`src/rtl/cpu5_enc_pkg.sv`:
```
// cpu5_enc_pkg: descriptor kinds, RV32I opcodes and the NOP word shared by the encoder
package cpu5_enc_pkg;
   typedef enum logic [3:0] {
      K_R      = 4'd0,
      K_OPIMM  = 4'd1,
      K_LOAD   = 4'd2,
      K_STORE  = 4'd3,
      K_BRANCH = 4'd4,
      K_JAL    = 4'd5,
      K_JALR   = 4'd6,
      K_LUI    = 4'd7,
      K_AUIPC  = 4'd8
   } enc_kind_t;
   localparam logic [6:0] OP_R      = 7'h33;
   localparam logic [6:0] OP_OPIMM  = 7'h13;
   localparam logic [6:0] OP_LOAD   = 7'h03;
   localparam logic [6:0] OP_STORE  = 7'h23;
   localparam logic [6:0] OP_BRANCH = 7'h63;
   localparam logic [6:0] OP_JAL    = 7'h6F;
   localparam logic [6:0] OP_JALR   = 7'h67;
   localparam logic [6:0] OP_LUI    = 7'h37;
   localparam logic [6:0] OP_AUIPC  = 7'h17;
   localparam logic [31:0] NOP      = 32'h0000_0013;
endpackage

```
`src/rtl/cpu5_instr_encoder_if.sv`:
```
// cpu5_instr_encoder_if: descriptor input stream, word output stream and address control
interface cpu5_instr_encoder_if #(parameter int ADDR_W = 32);
   logic              in_valid;
   logic              in_ready;
   logic [3:0]        in_kind;
   logic [2:0]        in_funct3;
   logic              in_alt;
   logic [4:0]        in_rd;
   logic [4:0]        in_rs1;
   logic [4:0]        in_rs2;
   logic [31:0]       in_imm;
   logic              addr_load;
   logic [ADDR_W-1:0] addr_val;
   logic              out_valid;
   logic              out_ready;
   logic [31:0]       out_instr;
   logic [ADDR_W-1:0] out_addr;
   logic              out_err;
   logic [7:0]        err_cnt;
   modport master (
      output in_valid, in_kind, in_funct3, in_alt, in_rd, in_rs1, in_rs2, in_imm,
             addr_load, addr_val, out_ready,
      input  in_ready, out_valid, out_instr, out_addr, out_err, err_cnt
   );
   modport slave (
      input  in_valid, in_kind, in_funct3, in_alt, in_rd, in_rs1, in_rs2, in_imm,
             addr_load, addr_val, out_ready,
      output in_ready, out_valid, out_instr, out_addr, out_err, err_cnt
   );
endinterface

```
`src/rtl/cpu5_enc_pack.sv`:
```
// cpu5_enc_pack: packs one descriptor into an RV32I word; CPU5_ENC_RANGE_CHECK_EN adds immediate range checks
module cpu5_enc_pack
   import cpu5_enc_pkg::*;
(
   input  logic [3:0]  kind,
   input  logic [2:0]  funct3,
   input  logic        alt,
   input  logic [4:0]  rd,
   input  logic [4:0]  rs1,
   input  logic [4:0]  rs2,
   input  logic [31:0] imm,
   output logic [31:0] instr,
   output logic        illegal
);
   logic        shift;
   logic        bad;
   logic        range_bad;
   logic [31:0] raw;
   assign shift = kind == K_OPIMM && (funct3 == 3'd1 || funct3 == 3'd5);
   // field placement per instruction format
   always_comb begin
      raw = NOP;
      case (kind)
         K_R:      raw = {1'b0, alt, 5'b0, rs2, rs1, funct3, rd, OP_R};
         K_OPIMM:  raw = shift ? {1'b0, alt, 5'b0, imm[4:0], rs1, funct3, rd, OP_OPIMM}
                                : {imm[11:0], rs1, funct3, rd, OP_OPIMM};
         K_LOAD:   raw = {imm[11:0], rs1, funct3, rd, OP_LOAD};
         K_STORE:  raw = {imm[11:5], rs2, rs1, funct3, imm[4:0], OP_STORE};
         K_BRANCH: raw = {imm[12], imm[10:5], rs2, rs1, funct3, imm[4:1], imm[11], OP_BRANCH};
         K_JAL:    raw = {imm[20], imm[10:1], imm[11], imm[19:12], rd, OP_JAL};
         K_JALR:   raw = {imm[11:0], rs1, funct3, rd, OP_JALR};
         K_LUI:    raw = {imm[19:0], rd, OP_LUI};
         K_AUIPC:  raw = {imm[19:0], rd, OP_AUIPC};
         default:  raw = NOP;
      endcase
   end
   assign bad = kind > 4'd8
             || (kind == K_LOAD && (funct3 == 3'd3 || funct3[2:1] == 2'b11))
             || (kind == K_STORE && funct3 > 3'd2)
             || (kind == K_BRANCH && funct3[2:1] == 2'b01)
             || (kind == K_JALR && funct3 != 3'd0)
             || (alt && kind == K_R && funct3 != 3'd0 && funct3 != 3'd5)
             || (alt && kind == K_OPIMM && funct3 != 3'd5)
             || (shift && imm[31:5] != 27'd0);
`ifdef CPU5_ENC_RANGE_CHECK_EN
   logic signed [31:0] s;
   logic               i_out;
   assign s = imm;
   assign i_out = s < -32'sd2048 || s > 32'sd2047;
   assign range_bad = (((kind == K_OPIMM && !shift) || kind == K_LOAD || kind == K_JALR || kind == K_STORE) && i_out)
                   || (kind == K_BRANCH && (s < -32'sd4096 || s > 32'sd4094 || imm[0]))
                   || (kind == K_JAL && (s < -32'sd1048576 || s > 32'sd1048574 || imm[0]))
                   || ((kind == K_LUI || kind == K_AUIPC) && imm[31:20] != 12'd0);
`else
   assign range_bad = 1'b0;
`endif
   assign illegal = bad | range_bad;
   assign instr   = illegal ? NOP : raw;
endmodule

```
`src/rtl/cpu5_instr_encoder.sv`:
```
// cpu5_instr_encoder: registered RV32I encoder stream with address counter; CPU5_ENC_RANGE_CHECK_EN enables immediate range checks
module cpu5_instr_encoder
   import cpu5_enc_pkg::*;
#(
   parameter int                ADDR_W    = 32,
   parameter logic [ADDR_W-1:0] BASE_ADDR = '0
) (
   input logic                 clk,
   input logic                 resetn,
   cpu5_instr_encoder_if.slave bus
);
   logic [31:0]       word;
   logic              illegal;
   logic              accept;
   logic [ADDR_W-1:0] addr_q;
   logic [ADDR_W-1:0] cur_addr;
   cpu5_enc_pack u_pack (
      .kind    (bus.in_kind),
      .funct3  (bus.in_funct3),
      .alt     (bus.in_alt),
      .rd      (bus.in_rd),
      .rs1     (bus.in_rs1),
      .rs2     (bus.in_rs2),
      .imm     (bus.in_imm),
      .instr   (word),
      .illegal (illegal)
   );
   assign bus.in_ready = !bus.out_valid | bus.out_ready;
   assign accept       = bus.in_valid & bus.in_ready;
   assign cur_addr     = bus.addr_load ? bus.addr_val : addr_q;
   // output stage, address counter and saturating illegal-descriptor count
   always_ff @(posedge clk or negedge resetn) begin
      if (!resetn) begin
         bus.out_valid <= 1'b0;
         bus.out_instr <= '0;
         bus.out_addr  <= '0;
         bus.out_err   <= 1'b0;
         bus.err_cnt   <= '0;
         addr_q        <= BASE_ADDR;
      end else begin
         bus.out_valid <= accept | (bus.out_valid & !bus.out_ready);
         if (accept) begin
            bus.out_instr <= word;
            bus.out_addr  <= cur_addr;
            bus.out_err   <= illegal;
            addr_q        <= cur_addr + ADDR_W'(4);
            if (illegal && bus.err_cnt != 8'hFF) bus.err_cnt <= bus.err_cnt + 8'd1;
         end else if (bus.addr_load) begin
            addr_q <= bus.addr_val;
         end
      end
   end
endmodule

```
`src/flat_wrapper.sv`:
```
// flat-port wrapper written by rule: the top's interface ports become plain ports
module cpu5_instr_encoder_flat import cpu5_enc_pkg::*;
#(
   parameter int                ADDR_W    = 32,
   parameter logic [ADDR_W-1:0] BASE_ADDR = '0
)
  (clk, resetn, bus_in_valid, bus_in_kind, bus_in_funct3, bus_in_alt, bus_in_rd, bus_in_rs1, bus_in_rs2, bus_in_imm, bus_addr_load, bus_addr_val, bus_out_ready, bus_in_ready, bus_out_valid, bus_out_instr, bus_out_addr, bus_out_err, bus_err_cnt);
  cpu5_instr_encoder_if #(.ADDR_W(ADDR_W)) bus_i ();
  input logic clk;
  input logic resetn;
  input wire logic [$bits(bus_i.in_valid)-1:0] bus_in_valid;
  input wire logic [$bits(bus_i.in_kind)-1:0] bus_in_kind;
  input wire logic [$bits(bus_i.in_funct3)-1:0] bus_in_funct3;
  input wire logic [$bits(bus_i.in_alt)-1:0] bus_in_alt;
  input wire logic [$bits(bus_i.in_rd)-1:0] bus_in_rd;
  input wire logic [$bits(bus_i.in_rs1)-1:0] bus_in_rs1;
  input wire logic [$bits(bus_i.in_rs2)-1:0] bus_in_rs2;
  input wire logic [$bits(bus_i.in_imm)-1:0] bus_in_imm;
  input wire logic [$bits(bus_i.addr_load)-1:0] bus_addr_load;
  input wire logic [$bits(bus_i.addr_val)-1:0] bus_addr_val;
  input wire logic [$bits(bus_i.out_ready)-1:0] bus_out_ready;
  output wire logic [$bits(bus_i.in_ready)-1:0] bus_in_ready;
  output wire logic [$bits(bus_i.out_valid)-1:0] bus_out_valid;
  output wire logic [$bits(bus_i.out_instr)-1:0] bus_out_instr;
  output wire logic [$bits(bus_i.out_addr)-1:0] bus_out_addr;
  output wire logic [$bits(bus_i.out_err)-1:0] bus_out_err;
  output wire logic [$bits(bus_i.err_cnt)-1:0] bus_err_cnt;
  assign bus_i.in_valid = bus_in_valid;
  assign bus_i.in_kind = bus_in_kind;
  assign bus_i.in_funct3 = bus_in_funct3;
  assign bus_i.in_alt = bus_in_alt;
  assign bus_i.in_rd = bus_in_rd;
  assign bus_i.in_rs1 = bus_in_rs1;
  assign bus_i.in_rs2 = bus_in_rs2;
  assign bus_i.in_imm = bus_in_imm;
  assign bus_i.addr_load = bus_addr_load;
  assign bus_i.addr_val = bus_addr_val;
  assign bus_i.out_ready = bus_out_ready;
  assign bus_in_ready = bus_i.in_ready;
  assign bus_out_valid = bus_i.out_valid;
  assign bus_out_instr = bus_i.out_instr;
  assign bus_out_addr = bus_i.out_addr;
  assign bus_out_err = bus_i.out_err;
  assign bus_err_cnt = bus_i.err_cnt;
  cpu5_instr_encoder #(.ADDR_W(ADDR_W), .BASE_ADDR(BASE_ADDR)) u_core (.clk(clk), .resetn(resetn), .bus(bus_i));
endmodule
```
`config.mk`:
```
export PLATFORM = sky130hd
export DESIGN_NAME = cpu5_instr_encoder_flat
export DESIGN_NICKNAME = d
export VERILOG_FILES = /design/src/rtl/cpu5_enc_pkg.sv /design/src/rtl/cpu5_instr_encoder_if.sv /design/src/rtl/cpu5_enc_pack.sv /design/src/rtl/cpu5_instr_encoder.sv /design/src/flat_wrapper.sv
export SDC_FILE = /design/constraint.sdc
export NUM_CORES = 1
export LEC_CHECK = 0
export ABC_AREA = 1
export CAP_MARGIN = 10
export CORE_UTILIZATION = 48
export CTS_BUF_LIST = sky130_fd_sc_hd__clkbuf_16
export CTS_CLUSTER_SIZE = 20
export DETAILED_ROUTE_END_ITERATION = 16
export PLACE_DENSITY = 0.8
export SLEW_MARGIN = 20
export SYNTH_ARGS = -nofsm -noshare
export SYNTH_HDL_FRONTEND = slang
export SYNTH_SLANG_ARGS = --single-unit
```
`constraint.sdc`:
```
create_clock -name clk -period 3.49 [get_ports clk]
set_clock_uncertainty 0.15 [all_clocks]
set_input_delay 0.698 -clock clk [delete_from_list [all_inputs] [get_ports clk]]
set_output_delay 0.698 -clock clk [all_outputs]
set_load 0.02 [all_outputs]
```
# == After elaboration in Yosys (flattened, before gate mapping) ==
# Index checks and enable logic that the tools add are counted.
# classes
addsub,2
n_lt_le_gt_ge,2
n_eq_ne,15
muxes,5
bitwise,4
reduce_logical,27
# op_table
cell,count
$pmux W32 S9,1
$mux W32,4
$add A32 B3 Y32 const B,1
$reduce_bool A27 Y1,1
$eq A4 B3 Y1 const B,4
$logic_and A1 B1 Y1,12
$logic_or A1 B1 Y1,9
$add A8 B1 Y8 const B,1
$eq A4 B2 Y1 const B,2
$ne A8 B8 Y1 const B,1
$eq A4 B1 Y1 const B,1
$eq A4 B4 Y1 const B,1
$gt A4 B4 Y1 const B,1
$logic_not A4 Y1,1
$eq A3 B1 Y1 const B,1
$eq A3 B2 Y1 const B,1
$eq A3 B3 Y1 const B,1
$gt A3 B2 Y1 const B,1
$ne A3 B3 Y1 const B,1
$reduce_bool A3 Y1,1
$and A1 B1 Y1,2
$eq A2 B1 Y1 const B,1
$eq A2 B2 Y1 const B,1
$logic_not A1 Y1,2
2 further kinds,3
# totals
regBits,106
in_bits,92
output_inout_bits,75
wordCells,61

# == Longest topological paths before layout ==
# logic_depth
ltp_word,12
mapped_depth,14

# == By module ==
# Synthesis repeated with hierarchy kept, for this count alone.
# hier_totals
hier_cells,867
area_unflattened_um2,6075.8
# modules_own_cells
mod,instances,cells_each,area_per_inst_um2,seq_area_each_um2
cpu5_instr_encoder,1,652,5054.8,2652.5
cpu5_enc_pack,1,215,1021.0,0.0

# == Worst setup path before layout ==
# No wires, ideal clock.
# synth_path
kind,in2reg
startpoint,input bus_addr_load
endpoint,register u_core.addr_q[10]
setup_time_ps,118
arrival_time_ps,2005
slack_ps,1217
cell_stages,12
path_cell_list,buf_6 nand2_1 o21ai_0 inv_1 ha_1 inv_1 nor2_1 nand2_1 nor2_1 nand3_1 xor2_1 inv_1
# synth_via
elab_chain_len,3
# synth_rtl
element,line_no,source
start: declaration,flat_wrapper.sv:19,input wire logic [$bits(bus_i.addr_load)-1:0] bus_addr_load;
$mux W32,n/a,
net u_core.cur_addr[2],cpu5_instr_encoder.sv:16,logic [ADDR_W-1:0] cur_addr;
$add A32 B3 Y32,cpu5_instr_encoder.sv:46,addr_q <= cur_addr + ADDR_W'(4);
$mux W32,cpu5_instr_encoder.sv:42,if (accept) begin
end signal: assignment,cpu5_instr_encoder.sv:46,
end signal: assignment,cpu5_instr_encoder.sv:49,addr_q <= bus.addr_val;
end: declaration,cpu5_instr_encoder.sv:15,logic [ADDR_W-1:0] addr_q;
# The timed path passes the listed nets, and every way through them passes these cells.
# A chain may end at the register's enable or synchronous reset.

# == Final worst setup path ==
# layout_path
startpoint,input bus_addr_load
endpoint,register u_core.addr_q[12]
# Same word-level chain as after synthesis.

==> results.sh <==
export IMPL_rr_endpoint="u_core.addr_q[12]$_DFF_PN0_"
export IMPL_port_buffers=166
export IMPL_combPwrFrac_pct=28.6
export IMPL_synth_compound_gate_area_share_pct=5.069
export IMPL_power_density_mw_per_mm2=422.8
export IMPL_min_path_type="in -> async"
export IMPL_via_count=5983
export IMPL_area_growth_pct=33.75
export IMPL_seqPwrFrac_pct=41.8
export IMPL_h_tree_depth=3
export IMPL_syn_area_mm2=0.006146
export IMPL_insertion_delay_ps=360
export IMPL_required_ps=3640
export IMPL_synth_top_family_by_area="simple AND/OR/NAND/NOR gates"
export IMPL_p_switching_mw=1.125
export IMPL_ant_nets=0
export IMPL_drt_iter0_markers=446
export IMPL_die_y_um=115.2
export IMPL_die_w_um=115.2
export IMPL_cts_root_buf="clkbuf_16"
export IMPL_grt_total_usage_pct=26.73
export IMPL_setup_viol=0
export IMPL_synth_nets=955
export IMPL_first_global_vias=5566
export IMPL_drt_wirelength_per_cell_um=14.04
export IMPL_numCtsBuffers=9
export IMPL_ys_seq_area_share_pct=42.75
export IMPL_globalplace_congestion=0.8940
export IMPL_die_area_mm2=0.01326
export IMPL_layout_commonest_cell="nand2_1"
export IMPL_num_rows=40
export IMPL_timing_critical_path_from="bus_addr_load"
export IMPL_grt_max_degree=78
export IMPL_netlist_area_leader_share_pct=42.75
export IMPL_post_cts_buffers=0
export IMPL_r2r_start="u_core.bus.out_valid$_DFF_PN0_"
export IMPL_cts_tree="done"
export IMPL_fin_setup_tns_ps=0
export IMPL_critPathArrivalTime_ps=2910
export IMPL_drv_slew=0
export IMPL_synth_warnings=0
export IMPL_synthMuxAreaShare_pct=0
export IMPL_grt_pass1_wl_mm=27.18
export IMPL_rsz0062_at_grt="false"
export IMPL_max_cap_violations=0
export IMPL_endpoint_kind="flip-flop"
export IMPL_via_per_inst=5.011
export IMPL_p_leak_nw=3.951
export IMPL_p_total_mw=3.475
export IMPL_drc=0
export IMPL_grt_ovfl_total=0
export IMPL_cts_clk_slew_worst_paths_ps=70
export IMPL_worstMarginPinSlew_ps=431.5
export IMPL_p_int_mw=2.350
export IMPL_yosys_area_share_simple_pct=41.47
export IMPL_fillCellCount=1089
export IMPL_cts_resized=0
export IMPL_coreArea_mm2=0.01226
export IMPL_slew_headroom_pct=70.93
export IMPL_final_min_clock_period_ps=2758
export IMPL_syn_inst=861
export IMPL_crit_path_start_kind="input port"
export IMPL_synth_xor_area_share_pct=2.850
export IMPL_antenna_found_initial=0
export IMPL_ff2ff_path_depth=10
export IMPL_clkPwrFrac_pct=29.6
export IMPL_first_pass_iters=5
export IMPL_synth_cell_types=38
export IMPL_initial_core_util_pct=50.12
export IMPL_worst_r2r_setup_slack_ps=1550
export IMPL_power_share_switching_pct=32.37
export IMPL_final_cell_mix="370 x nand2_1, 165 x clkdlybuf4s50_1, 105 x dfrtp_1"
export IMPL_drive_above_1_share_pct=8.869
export IMPL_dp_hpwl_mm=12.47
export IMPL_synth_seq_cells=105
export IMPL_antenna_cells=0
export IMPL_hold_viol=0
export IMPL_pin_count=167
export IMPL_synth_area_leaders="dfrtp_1 43%, nand2_1 23%, nand3_1 5.3%"
export IMPL_synthAdderAreaFrac_pct=0.4072
export IMPL_crit_end="u_core.addr_q[12]$_DFF_PN0_"
export IMPL_clock_sinks=105
export IMPL_yosys_area_top_type="dfrtp_1"
export IMPL_min_period_over_period_pct=79.03
export IMPL_peakVddDrop_mv=0.2580
export IMPL_setup_worst_path_class="in -> reg"
export IMPL_avgSynthCellArea_um2=7.138
export IMPL_drt_total_wl_mm=16.76
export IMPL_cts_hold_fix_buffers=0
export IMPL_critPathMaxFanout=32
export IMPL_status="finished, final reports clean"
export IMPL_finalNetCount=1115
export IMPL_clock_path_buffers=2
export IMPL_fmax_ghz=0.3626
==> cell type report <==
class / instances / area (µm²) / area share, %
inverters: 69 / 264.0 / 3.212
repair buffers: 178 / 1762 / 21.43
clock inverters: 7 / 68.82 / 0.8371
multi-input cells: 658 / 3063 / 37.26
clock buffers: 9 / 225.2 / 2.740
flip-flops and latches: 105 / 2628 / 31.96
well taps: 168 / 210.2 / 2.557
==> how the worst min path moves through the flow <==
stage,endpoint,slack [ps],depth (start not counted)
CTS,u_core.bus.out_instr[16]$_DFFE_PN0P_,130,1
finish,u_core.bus.out_addr[5]$_DFFE_PN0P_,120,1
floorplan,u_core.addr_q[0]$_DFF_PN0_,250,0
global placement,u_core.addr_q[0]$_DFF_PN0_,300,2
global route,u_core.addr_q[2]$_DFF_PN0_,140,1
detailed placement,u_core.addr_q[1]$_DFF_PN0_,310,2
==> cell usage after synthesis, drive strengths merged <==
| master | n |
|---|---|
| a21boi | 1 |
| a21oi | 6 |
| a31oi | 9 |
| and2 | 1 |
| buf | 21 |
| clkbuf | 8 |
| dfrtp | 105 |
| ha | 2 |
| inv | 69 |
| nand2 | 390 |
| nand3 | 79 |
| nand3b | 3 |
| nand4 | 9 |
| nor2 | 88 |
| nor3 | 5 |
| nor3b | 1 |
| nor4 | 1 |
| o21ai | 40 |
| o21bai | 1 |
| or2 | 2 |
| xnor2 | 1 |
| xor2 | 19 |
==> sequential cells by signal, summed over array words and instances (netlist names) <==
name / count
u_core.addr_q: 32
u_core.bus.err_cnt: 8
u_core.bus.out_addr: 32
u_core.bus.out_err: 1
u_core.bus.out_instr: 31
u_core.bus.out_valid: 1
==> metrics by stage <==
step	setup WS [ps]	hold WS (ps)	instances	utilization [%]	area, µm²
after floorplan	1217	252.4	861	-	6146
after global placement	482.6	303.9	1178	64.64	7926
after detailed placement	395.5	307.7	1178	64.64	7926
after CTS	733.2	129.8	1194	67.04	8220
after global routing	524.7	142.7	1194	67.04	8220
final	732.0	123.7	1194	67.04	8220
==> power groups by stage <==
stage,combinational (mW),clock [mW],sequential [mW]
global placement,0.985,0,1.47
CTS,1.00,1.04,1.45
detailed placement,0.996,0,1.47
finish,0.995,1.03,1.45
floorplan,0.399,0,1.60
global route,1.09,1.09,1.47
==> critical path: stages <==
cell and delay [ps]:
clkdlybuf4s50_1 690, inv_6 180, nand2_1 110, nand2_2 80, inv_1 60, ha_1 170
inv_1 50, nor2_1 190, nand2_1 120, nor2_1 150, nand3_1 130, o21ai_1 130
o21ai_1 80, inv_1 50
==> routing by layer <==
layer  wire length, µm  global-route usage [%]  vias to the layer above
li1                  -                       -                     3018
met1              7485                   35.10                     2707
met2              7584                   42.53                      236
met3              1332                   5.904                       22
met4               357                   11.77                        0
met5                 0                       0                        -
==> kinds of logic (layout without fill, tap and decap cells) <==
family,after synthesis,after routing
buf+inv,98,263
fa+ha+maj,2,2
compound gates,57,57
flops,105,105
xor+xnor,20,20
simple gates,579,579
Power figures use the tool's default switching activity.
